`config.mk`:
```
export PLATFORM = sky130hd
export DESIGN_NAME = countdown_timer
export DESIGN_NICKNAME = d
export VERILOG_FILES = /design/src/rtl/countdown_timer.sv
export SDC_FILE = /design/constraint.sdc
export NUM_CORES = 1
export LEC_CHECK = 0
export ABC_AREA = 1
export CELL_PAD_IN_SITES_DETAIL_PLACEMENT = 0
export CELL_PAD_IN_SITES_GLOBAL_PLACEMENT = 1
export CORE_MARGIN = 4
export CORE_UTILIZATION = 30
export CTS_BUF_LIST = sky130_fd_sc_hd__clkbuf_8
export CTS_CLUSTER_DIAMETER = 30
export DETAILED_ROUTE_END_ITERATION = 8
export GPL_TIMING_DRIVEN = 0
export PLACE_DENSITY_LB_ADDON = 0.1
export SYNTH_ARGS = -nofsm -noshare
export SYNTH_HDL_FRONTEND = slang
export SYNTH_SLANG_ARGS = --single-unit
```
`constraint.sdc`:
```
create_clock -name clk -period 1.6 [get_ports clk]
set_input_delay 0.32 -clock clk [delete_from_list [all_inputs] [get_ports clk]]
set_output_delay 0.32 -clock clk [all_outputs]
set_load 0.02 [all_outputs]
```
`src/rtl/countdown_timer.sv`:
```
// BCD mm:ss countdown timer: load, start/pause/resume, decrement on each 1 Hz tick, flag expiry.
// Digit outputs share the 4-digit display mux with the watch datapath.
module countdown_timer #(
    parameter int MIN_TENS_MAX = 5
) (
    input  logic       clk,
    input  logic       reset,
    input  logic       tick,
    input  logic       start_resume,
    input  logic       stop,
    input  logic       setTime,
    input  logic [3:0] set_min1,
    input  logic [3:0] set_min0,
    input  logic [3:0] set_sec1,
    input  logic [3:0] set_sec0,
    output logic [3:0] min1,
    output logic [3:0] min0,
    output logic [3:0] sec1,
    output logic [3:0] sec0,
    output logic       running,
    output logic       expired,
    output logic       timeup,
    output logic       load_err
);

    typedef enum logic [1:0] {
        ST_IDLE    = 2'd0,
        ST_PAUSED  = 2'd1,
        ST_RUN     = 2'd2,
        ST_EXPIRED = 2'd3
    } state_t;

    localparam logic [3:0] MIN1_LIM = 4'(MIN_TENS_MAX);

    state_t     state_q;
    logic [3:0] min1_q, min0_q, sec1_q, sec0_q;
    logic       running_q, expired_q, timeup_q, load_err_q;

    logic [3:0] min1_d, min0_d, sec1_d, sec0_d;
    logic       borrow0_s, borrow1_s, borrow2_s;
    logic       dec_zero_s, load_ok_s, load_zero_s;

    // Load validation and the decremented value of the current digits (borrow chain).
    always_comb begin
        load_ok_s   = (set_min1 <= MIN1_LIM) && (set_min0 <= 4'd9) &&
                      (set_sec1 <= 4'd5)     && (set_sec0 <= 4'd9);
        load_zero_s = (set_min1 == 4'd0) && (set_min0 == 4'd0) &&
                      (set_sec1 == 4'd0) && (set_sec0 == 4'd0);

        borrow0_s = (sec0_q == 4'd0);
        borrow1_s = borrow0_s && (sec1_q == 4'd0);
        borrow2_s = borrow1_s && (min0_q == 4'd0);

        sec0_d = borrow0_s ? 4'd9 : (sec0_q - 4'd1);
        sec1_d = borrow0_s ? ((sec1_q == 4'd0) ? 4'd5 : (sec1_q - 4'd1)) : sec1_q;
        min0_d = borrow1_s ? ((min0_q == 4'd0) ? 4'd9 : (min0_q - 4'd1)) : min0_q;
        min1_d = borrow2_s ? (min1_q - 4'd1) : min1_q;

        dec_zero_s = (min1_d == 4'd0) && (min0_d == 4'd0) &&
                     (sec1_d == 4'd0) && (sec0_d == 4'd0);
    end

    // Control FSM with digit registers and registered status flags.
    always_ff @(posedge clk) begin
        if (reset) begin
            state_q    <= ST_IDLE;
            min1_q     <= 4'd0;
            min0_q     <= 4'd0;
            sec1_q     <= 4'd0;
            sec0_q     <= 4'd0;
            running_q  <= 1'b0;
            expired_q  <= 1'b0;
            timeup_q   <= 1'b0;
            load_err_q <= 1'b0;
        end else begin
            timeup_q   <= 1'b0;
            load_err_q <= 1'b0;
            case (state_q)
                ST_RUN: begin
                    // setTime is ignored while counting; stop outranks tick.
                    if (stop) begin
                        state_q   <= ST_PAUSED;
                        running_q <= 1'b0;
                    end else if (tick) begin
                        min1_q <= min1_d;
                        min0_q <= min0_d;
                        sec1_q <= sec1_d;
                        sec0_q <= sec0_d;
                        if (dec_zero_s) begin
                            state_q   <= ST_EXPIRED;
                            running_q <= 1'b0;
                            expired_q <= 1'b1;
                            timeup_q  <= 1'b1;
                        end else begin
                            state_q <= ST_RUN;
                        end
                    end else begin
                        state_q <= ST_RUN;
                    end
                end
                ST_IDLE, ST_PAUSED, ST_EXPIRED: begin
                    if (setTime) begin
                        if (load_ok_s) begin
                            min1_q    <= set_min1;
                            min0_q    <= set_min0;
                            sec1_q    <= set_sec1;
                            sec0_q    <= set_sec0;
                            state_q   <= load_zero_s ? ST_IDLE : ST_PAUSED;
                            running_q <= 1'b0;
                            expired_q <= 1'b0;
                        end else begin
                            load_err_q <= 1'b1;
                        end
                    end else if ((state_q == ST_PAUSED) && start_resume) begin
                        state_q   <= ST_RUN;
                        running_q <= 1'b1;
                    end else begin
                        state_q <= state_q;
                    end
                end
                default: begin
                    state_q   <= ST_IDLE;
                    running_q <= 1'b0;
                    expired_q <= 1'b0;
                end
            endcase
        end
    end

    assign min1     = min1_q;
    assign min0     = min0_q;
    assign sec1     = sec1_q;
    assign sec0     = sec0_q;
    assign running  = running_q;
    assign expired  = expired_q;
    assign timeup   = timeup_q;
    assign load_err = load_err_q;

endmodule
```
## Word level (Yosys, flattened, before mapping)

Cells that the tools add are included.

- Word-level logic and storage cells: 112
- Bits in registers: 22
- Input bits: 22
- Output and inout bits: 20

- Reduce and logical (&&, ||, !) cells: 31
- $add $sub $neg: 4
- Mux-type cells: 48
- Equality and inequality tests: 12
- Bitwise gates (word level): 4
- Magnitude comparators: 4

Operators by type and width:

| operator | number |
|---|---|
| $mux 4 | 22 |
| $logic_not 4->1 | 11 |
| $pmux 4 s2 | 4 |
| $sub 4x1->4 const B | 4 |
| $mux 1 | 14 |
| $logic_and 1x1->1 | 12 |
| $ne 3x3->1 const B | 4 |
| $mux 2 | 5 |
| $ne 2x2->1 const B | 5 |
| $le 4x3->1 const B | 2 |
| $le 4x4->1 const B | 2 |
| $reduce_and 4->1 | 2 |
| $reduce_or 3->1 | 2 |
| $reduce_and 5->1 | 1 |
| $eq 2x2->1 const B | 2 |
| $not 1->1 | 4 |
| $pmux 1 s2 | 2 |
| $pmux 2 s2 | 1 |
| $reduce_or 4->1 | 1 |
| $eq 2x1->1 const B | 1 |
| $logic_not 2->1 | 1 |
| $reduce_and 2->1 | 1 |

## Longest topological paths before layout

Gate-level depths: netlist of run 1.

- Word-level depth: 12
- Gate-level depth with buffers: 14
- Depth with buffers taken out: 14

## Worst setup path before layout of run 1

No wires, ideal clock.

- Path kind: register to register
- Start point: reg sec0_q[0], in the netlist sec0[0]
- End point: reg running_q, in the netlist running
- Required time: 1.486 ns
- Stages on the path, launching flop included: 13
- Setup time: 0.114 ns
- Arrival: 1.536 ns
- Buffers on the path: 0
- Period minus slack after synthesis: 1.649 ns
- Setup slack: -0.049 ns
- Path through: dfxtp_1 nor2_4 nand2_4 nor2_8 nand3_1 a21boi_1 nand2_1 nor2_2 nand2_2 nand2_2 nand2_1 nand2_1 nor2_1

- Longest elaborated chain between the ends: 10
- Elaborated cells between the ends (all ways): 17
- Classes of those cells: 1 x add/sub; 1 x eq/ne; 4 x mux; 11 x reduce/logical

Ends and longest elaborated chain:

| what | line | RTL |
|---|---|---|
| start, declared | 36 | `logic [3:0] min1_q, min0_q, sec1_q, sec0_q;` |
| start signal, assigned | 107 | `sec0_q <= set_sec0;` |
| parallel branches: the longest is 7 deep, another holds $sub 4x1->4 | n/a |  |
| $logic_and 1x1->1 (*) | 60 | `(sec1_d == 4'd0) && (sec0_d == 4'd0);` |
| $ne 3x3->1 (no line) (*) | n/a |  |
| $reduce_and 4->1 (no line) (*) | n/a |  |
| end signal, assigned | 71 | `running_q <= 1'b0;` |
| end signal, assigned | 83 | `running_q <= 1'b0;` |
| end signal, assigned | 91 | `running_q <= 1'b0;` |
| end, declared | 37 | `logic running_q, expired_q, timeup_q, load_err_q;` |

Every way passes the cells marked *.
A chain may end at the register's enable or synchronous reset.

## Worst setup path after layout of run 1

- Start point: in tick
- End point: reg running_q, in the netlist running

- Longest elaborated chain between the ends: 2

Ends and longest elaborated chain:

| what | line | RTL |
|---|---|---|
| start, declared | 8 | `input logic tick,` |
| $ne 3x3->1 (no line) | n/a |  |
| $reduce_and 4->1 (no line) | n/a |  |

Every way passes these cells.

==> flow_summary_export.csv, run 1 <==
group,metric,value,unit
status,status,"complete, but fails checks",
status,violations,"negative setup slack",
timing,max_freq,584,MHz
timing,finalWorstPathRequiredPeriod,1.71,ns
yosys,yosys_warnings,0,
placement,place_congestion,0.803,
clock_tree,clkLatencyLatePin,0.27,ns
critical_path,crit_family,"simple AND/OR/NAND/NOR gates",
cells_and_area,syn_to_final_growth,60.5,%
cells_and_area,final_nets,322,
power,vdd_drop_max,513,uV
timing,maxSlewViolCount,0,
critical_path,cp_max_fo,3,
placement,post_dp_cell_area,1980,um^2
clock_tree,htree_levels,1,
critical_path,critPathMaxStageDelay,0.57,ns
global_route,grt_overflow,0,
die,die_area,6110,um^2
timing,relSlewSlack,56.2,%
yosys,synth-seq-cells,22,
critical_path,critPathBufInv,1,
yosys,synth_nets,249,
critical_path,start_kind,"input port",
die,die_h,78.2,um
global_route,top_usage_layer,"met2",
global_route,grt_util_all_layers,17.7,%
die,coreArea,4750,um^2
clock_tree,cts_tree,"built",
global_route,globalRouteMet2Util,31.3,%
critical_path,setup.worst_path.class,"input port to flip-flop",
cells_and_area,postLayoutCellArea,2370,um^2
placement,dpl.cell_count,334,
timing,rsz0062_at_grt,"true",
global_route,antenna_found_initial,0,
placement,dp_slack,-0.683,ns
critical_path,crit_required,1.78,ns
cells_and_area,diodes,0,
timing,period_share,107,%
die,fp.dieW,78.2,um
route,wirelength,5240,um
global_route,met3_usage,2.64,%
critical_path,critPathSlowestCell,"clkdlybuf4s50_1",
timing,fin_ws,-0.113,ns
global_route,grt_first_pass_wirelength,8510,um
route,first_iter_violations,67,
min_path,hold_path.class,"flip-flop to flip-flop",
route,route.detailed.drc,0,
cells_and_area,instances_no_fill,365,
yosys,synth_edf_count,0,
route,vias,1741,
global_route,grt_pass1_vias,1818,
timing,worst_pin_slew,0.657,ns
critical_path,cp-end-kind,"flip-flop",
route,drtPass1Iterations,4,
critical_path,crit_top_cell,"nand2_1",
global_route,grt_max_degree,14,
route,wire_per_inst,14.4,um
placement,io_buffer_count,41,
clock_tree,cts-buffers-inserted,3,
timing,final-hold-violation-count,0,
yosys,yosysSeqAreaShare,29.8,%
yosys,synthDistinctLibCells,32,
cells_and_area,layout-drive-gt1-share,28.5,%
die,io_pins,42,
timing,fin_skew,0.00307,ns
timing,fin_tns_setup,-0.722,ns
die,fp-row-count,25,
yosys,syn_area_per_cell,6.53,um^2
power,pwr_density_cell,1120,nW/um^2
yosys,syn_inst,226,
clock_tree,clockRootBuffer,"clkbuf_8",
power,p_leak,1.15,nW
critical_path,path_cells,"clkdlybuf4s50_1, nand3_1, nor2_1, nand2_1, nor2_2, nand3_2, nor2_4, nand2_2, nand2_2, nand2_1, nand2_1, nor2_1",
clock_tree,clkTransAtPathRegs,0.09,ns
yosys,synth_area,1480,um^2
clock_tree,cts_sinks,22,
timing,setup_viol,20,
placement,dp_hpwl,3580,um
yosys,synth-main-ff-cell,"dfxtp_1",
global_route,use_met1,22.0,%
critical_path,critPathArrivalTime,1.89,ns
cells_and_area,fillers,517,
route,ant_nets,0,
clock_tree,clk_path_buf_depth,2,
route,vias_per_cell,4.77,
yosys,ys_async_sr_fraction,0,%
die,initial_core_util,31.1,%
job,cap_violations,0,
[worst register-to-register path, cell delays in order (launching register included)]
cell     delay (ns)
dfxtp_2        0.37
nor2_4         0.14
nand2_4        0.09
nor2_8         0.17
nand2_4        0.09
xor2_2         0.17
nor3_4         0.23
nand2_2        0.09
nand2_2        0.09
nand2_1        0.05
nand2_1        0.06
nor2_1         0.05
[final timing paths]
path | endpoint | cells after the start | slack [ns] | start
worst max-delay path | running | 12 | -0.11 | tick
worst min-delay path | expired | 2 | 0.46 | expired
worst max register to register | running | 11 | -0.10 | sec1[0]
worst min register to register | expired | 2 | 0.46 | expired
[cell usage after synthesis (3+ instances only)]
| cell | instances | area (um^2) |
|---|---|---|
| a211oi_1 | 8 | 60.1 |
| a21oi_1 | 14 | 70.1 |
| buf_2 | 3 | 15.0 |
| clkbuf_1 | 4 | 15.0 |
| dfxtp_1 | 22 | 440 |
| inv_1 | 27 | 101 |
| nand2_1 | 50 | 188 |
| nand2_2 | 3 | 18.8 |
| nand2_4 | 3 | 33.8 |
| nand3_1 | 11 | 55.1 |
| nor2_1 | 25 | 93.8 |
| nor2_2 | 4 | 25.0 |
| nor4_1 | 4 | 25.0 |
| o21ai_0 | 18 | 90.1 |
| o21ai_1 | 5 | 25.0 |
[flip-flops by register name (all words and copies together), names as in the netlist, 2 cells and up]
| name | count |
|---|---|
| min0 | 4 |
| min1 | 4 |
| sec0 | 4 |
| sec1 | 4 |
| state_q | 2 |
[cell type report]
| type | count | area (um^2) | area share (%) |
|---|---|---|---|
| Buffer | 7 | 51.3 | 2.16 |
| Clock buffer | 3 | 41.3 | 1.74 |
| Clock inverter | 1 | 30.0 | 1.27 |
| Inverter | 29 | 109 | 4.59 |
| Multi-Input combinational cell | 168 | 1000 | 42.4 |
| Sequential cell | 22 | 450 | 19.0 |
| Tap cell | 67 | 83.8 | 3.54 |
| Timing Repair Buffer | 68 | 599 | 25.3 |
[kinds of logic after synthesis]
family / count (synthesis) / share of synthesized area [%]
adder cells (fa/ha/maj): 1 / 0.847
AO/OA/AOI/OAI: 52 / 20.3
AND/OR/NAND/NOR: 113 / 38.5
flip-flops: 22 / 29.8
buffers and inverters: 36 / 9.41
XOR/XNOR: 2 / 1.19
[placed cells by master (no fill, tap or decap), types with 4 or more instances in the layout]
master | netlist | routed
inv_2 | 2 | 4
dfxtp_2 | 0 | 5
nor2_4 | 2 | 6
a21oi_1 | 14 | 13
clkdlybuf4s50_1 | 0 | 14
dlymetal6s2s_1 | 0 | 5
o21ai_0 | 18 | 12
buf_4 | 0 | 24
nand2_2 | 3 | 5
o21ai_1 | 5 | 6
buf_6 | 0 | 5
nor2_2 | 4 | 5
nand3_1 | 11 | 9
nand2_1 | 50 | 48
dfxtp_1 | 22 | 16
a211oi_1 | 8 | 7
nand3_2 | 2 | 4
dlygate4sd2_1 | 0 | 17
nor4_1 | 4 | 4
inv_1 | 27 | 25
nor2_1 | 25 | 20
[power breakdown]
part | internal [W] | total, W | switching (W) | leakage (nW)
clock network | 0.000335 | 0.000553 | 0.000218 | 0.0357
logic | 0.000577 | 0.00141 | 0.000835 | 0.932
registers | 0.000617 | 0.000683 | 0.0000659 | 0.183
[what timing repair did]
action | in CTS | in global routing
buffers inserted | 24 | 1
setup endpoints to repair | 31 | 25
resized for setup | 74 | 11
pin swaps | 21 | 2
hold buffers | 0 | 0
cloned | 3 | 0
[per-layer routing]
metal  vias to the layer above  part of all wire (%)
li1                        889                     -
met5                         -                     0
met1                       811                    45
met3                         4                   4.1
met2                        37                    50
met4                         0                  0.72
[per-stage QoR]
stage / hold WS [ns] / total power (W) / utilization (%)
2_1_floorplan: 0.396 / 0.00148 / -
3_3_place_gp: 0.444 / 0.00184 / 41.7
3_5_place_dp: 0.444 / 0.00183 / 41.7
4_1_cts: 0.455 / 0.00263 / 49.2
5_1_grt: 0.499 / 0.00281 / 49.8
6_report: 0.460 / 0.00265 / 49.8
Power figures use the tool's default switching activity.
==> run 2, diff against run 1 <==
==> constraint.sdc (replaced) <==
create_clock -name clk -period 1.6 [get_ports clk]
set_input_delay 0.48 -clock clk [delete_from_list [all_inputs] [get_ports clk]]
set_output_delay 0.48 -clock clk [all_outputs]
set_load 0.02 [all_outputs]
==> run 2 against run 1 <==
Clock-buffer cell count did not move. Utilization up 0.97 points. Final area is 2.0% higher. Setup slack lost 0.0044 ns. The run still ends with negative setup slack left. Hold slack better by 0.0011 ns. Largest power group unchanged. Fmax is 0.26% lower. Clock power down 0.9%. Critical path depth stayed put. Flip-flop and latch count unchanged.
==> flow_summary_export.csv, run 2 (synthesis gave the netlist of run 1 again) <==
group,metric,value,unit
route,vias,1762,
timing,final-hold-violation-count,0,
placement,dpl.cell_count,334,
timing,period_share,107,%
min_path,hold_path.class,"flip-flop to flip-flop",
min_path,holdPathStages,2,
die,io_pins,42,
cells_and_area,seqCellArea,453,um^2
timing,max_freq,582,MHz
global_route,grt_pass1_vias,1767,
status,violations,"negative setup slack",
critical_path,critPathMaxStageDelay,0.35,ns
clock_tree,clk_path_buf_depth,2,
critical_path,crit_required,1.77,ns
critical_path,cp_max_fo,6,
critical_path,path_cells,"nor2_4, nand2_4, nor2_8, nand3_2, a21boi_2, nand2_2, nor2_4, nand2_2, nand2_2, nand2_1, nand2_1, nor2_1",
power,pwr_density_cell,1120,nW/um^2
cells_and_area,instances_no_fill,363,
die,fp.dieW,78.2,um
timing,rsz0062_at_grt,"true",
placement,place_congestion,0.791,
cells_and_area,fillers,518,
route,vias_per_cell,4.85,
cells_and_area,multi_input_area,1090,um^2
global_route,grt_overflow,0,
cells_and_area,final_cell_mix,"42 x nand2_1, 25 x inv_1, 22 x buf_4, 19 x dlygate4sd2_1, 16 x dfxtp_1",
route,first_iter_violations,52,
clock_tree,clkLatencyLatePin,0.27,ns
cells_and_area,layout-drive-gt1-share,37.2,%
placement,dp_slack,-0.734,ns
timing,relSlewSlack,47.1,%
timing,worst_pin_slew,0.794,ns
critical_path,cp.depth,12,
placement,io_buffer_count,41,
timing,finalWorstPathRequiredPeriod,1.72,ns
critical_path,critPathArrivalTime,1.89,ns
critical_path,setup.worst_path.class,"flip-flop to flip-flop",
critical_path,critPathBufInv,0,
critical_path,crit_family,"simple AND/OR/NAND/NOR gates",
power,vdd_drop_max,454,uV
die,die_h,78.2,um
cells_and_area,final_nets,320,
placement,dp_hpwl,3610,um
route,drtPass1Iterations,4,
timing,fin_ws,-0.117,ns
critical_path,critPathSlowestCell,"dfxtp_2",
clock_tree,clkTransAtPathRegs,0.09,ns
global_route,grt_util_all_layers,17.7,%
timing,fin_skew,0.00415,ns
global_route,grt_max_degree,14,
job,cap_violations,0,
clock_tree,cts-buffers-inserted,3,
clock_tree,clockRootBuffer,"clkbuf_8",
critical_path,r2r.worst_path.cells,12,
status,status,"complete, but fails checks",
cells_and_area,syn_to_final_growth,63.6,%
clock_tree,cts_sinks,22,
route,route.detailed.drc,0,
route,wirelength,5280,um
clock_tree,cts_hold_buffers,0,
global_route,grt_first_pass_wirelength,8500,um
timing,setup_viol,21,
global_route,antenna_found_initial,0,
die,initial_core_util,31.1,%
die,coreArea,4750,um^2
route,wire_per_inst,14.5,um
clock_tree,cts_tree,"built",
cells_and_area,diodes,0,
die,die_area,6110,um^2
critical_path,crit_top_cell,"nand2_2",
die,fp-row-count,25,
timing,maxSlewViolCount,0,
cells_and_area,mostFrequentLayoutCell,"nand2_1",
power,p_leak,1.10,nW
clock_tree,htree_levels,1,
critical_path,start_kind,"flip-flop",
critical_path,cp-end-kind,"flip-flop",
power,totalPowerFinal,0.00272,W
route,ant_nets,0,
==> run 2: cell count changes in the layout (fill, tap and decap cells not counted), sizes merged <==
cell           before  now
clkdlybuf4s50      14    8
dlygate4sd2        17   19
dlymetal6s2s        5    0
clkdlybuf4s15       3    7
buf                32   35
==> run 2: path summary, 6_finish.rpt <==
path,from,end,slack (ns)
worst max-delay path,sec0[1],running,-0.12
worst min-delay path,expired,expired,0.46
worst max register to register,sec0[1],running,-0.12
worst min register to register,expired,expired,0.46
==> run 2: layout make-up <==
class | count | share of cell area (%)
Multi-Input combinational cell | 168 | 45.0
Timing Repair Buffer | 66 | 23.3
Sequential cell | 22 | 18.7
Clock inverter | 1 | 1.24
Buffer | 7 | 2.07
Inverter | 29 | 4.51
Tap cell | 67 | 3.47
Clock buffer | 3 | 1.71
==> run 2: layer usage <==
| metal | part of all wire [%] | global-route usage, % | up-vias | routed length (um) |
|---|---|---|---|---|
| li1 | - | - | 881 | - |
| met1 | 48 | 24.1 | 827 | 2550 |
| met2 | 46 | 28.1 | 46 | 2410 |
| met3 | 4.1 | 2.75 | 8 | 217 |
| met4 | 2.0 | 6.64 | 0 | 104 |
| met5 | 0 | 0 | - | 0 |
==> run 2: timing repair <==
action	CTS	global route
resized for setup	113	19
cloned	3	0
pin swaps	17	14
endpoints found under the setup margin	41	23
setup buffers	19	3
==> run 2: report_power, final <==
| group | leakage (nW) | internal, W | switching, W | total [W] |
|---|---|---|---|---|
| Clock | 0.0357 | 0.000335 | 0.000213 | 0.000548 |
| Combinational | 0.880 | 0.000602 | 0.000886 | 0.00149 |
| Sequential | 0.183 | 0.000616 | 0.0000654 | 0.000682 |
==> run 2: per-stage QoR <==
step           hold slack, ns  util, %  setup TNS, ns  cell area [um^2]
6_report                0.461     50.8          -1.15              2420
4_1_cts                 0.464     49.5         -0.614              2350
5_1_grt                 0.491     50.8          -3.32              2420
3_3_place_gp            0.448     42.3         -13.73              2010
2_1_floorplan           0.467        -         -0.602              1520
3_5_place_dp            0.451     42.3         -13.19              2010
==> run 2: worst min-delay path: cells and delay by family, from the launching register on <==
kind	cells	cell delay (ns)
AO/OA/AOI/OAI	1	0.04
buffers and inverters	1	0.06
flip-flops	1	0.32
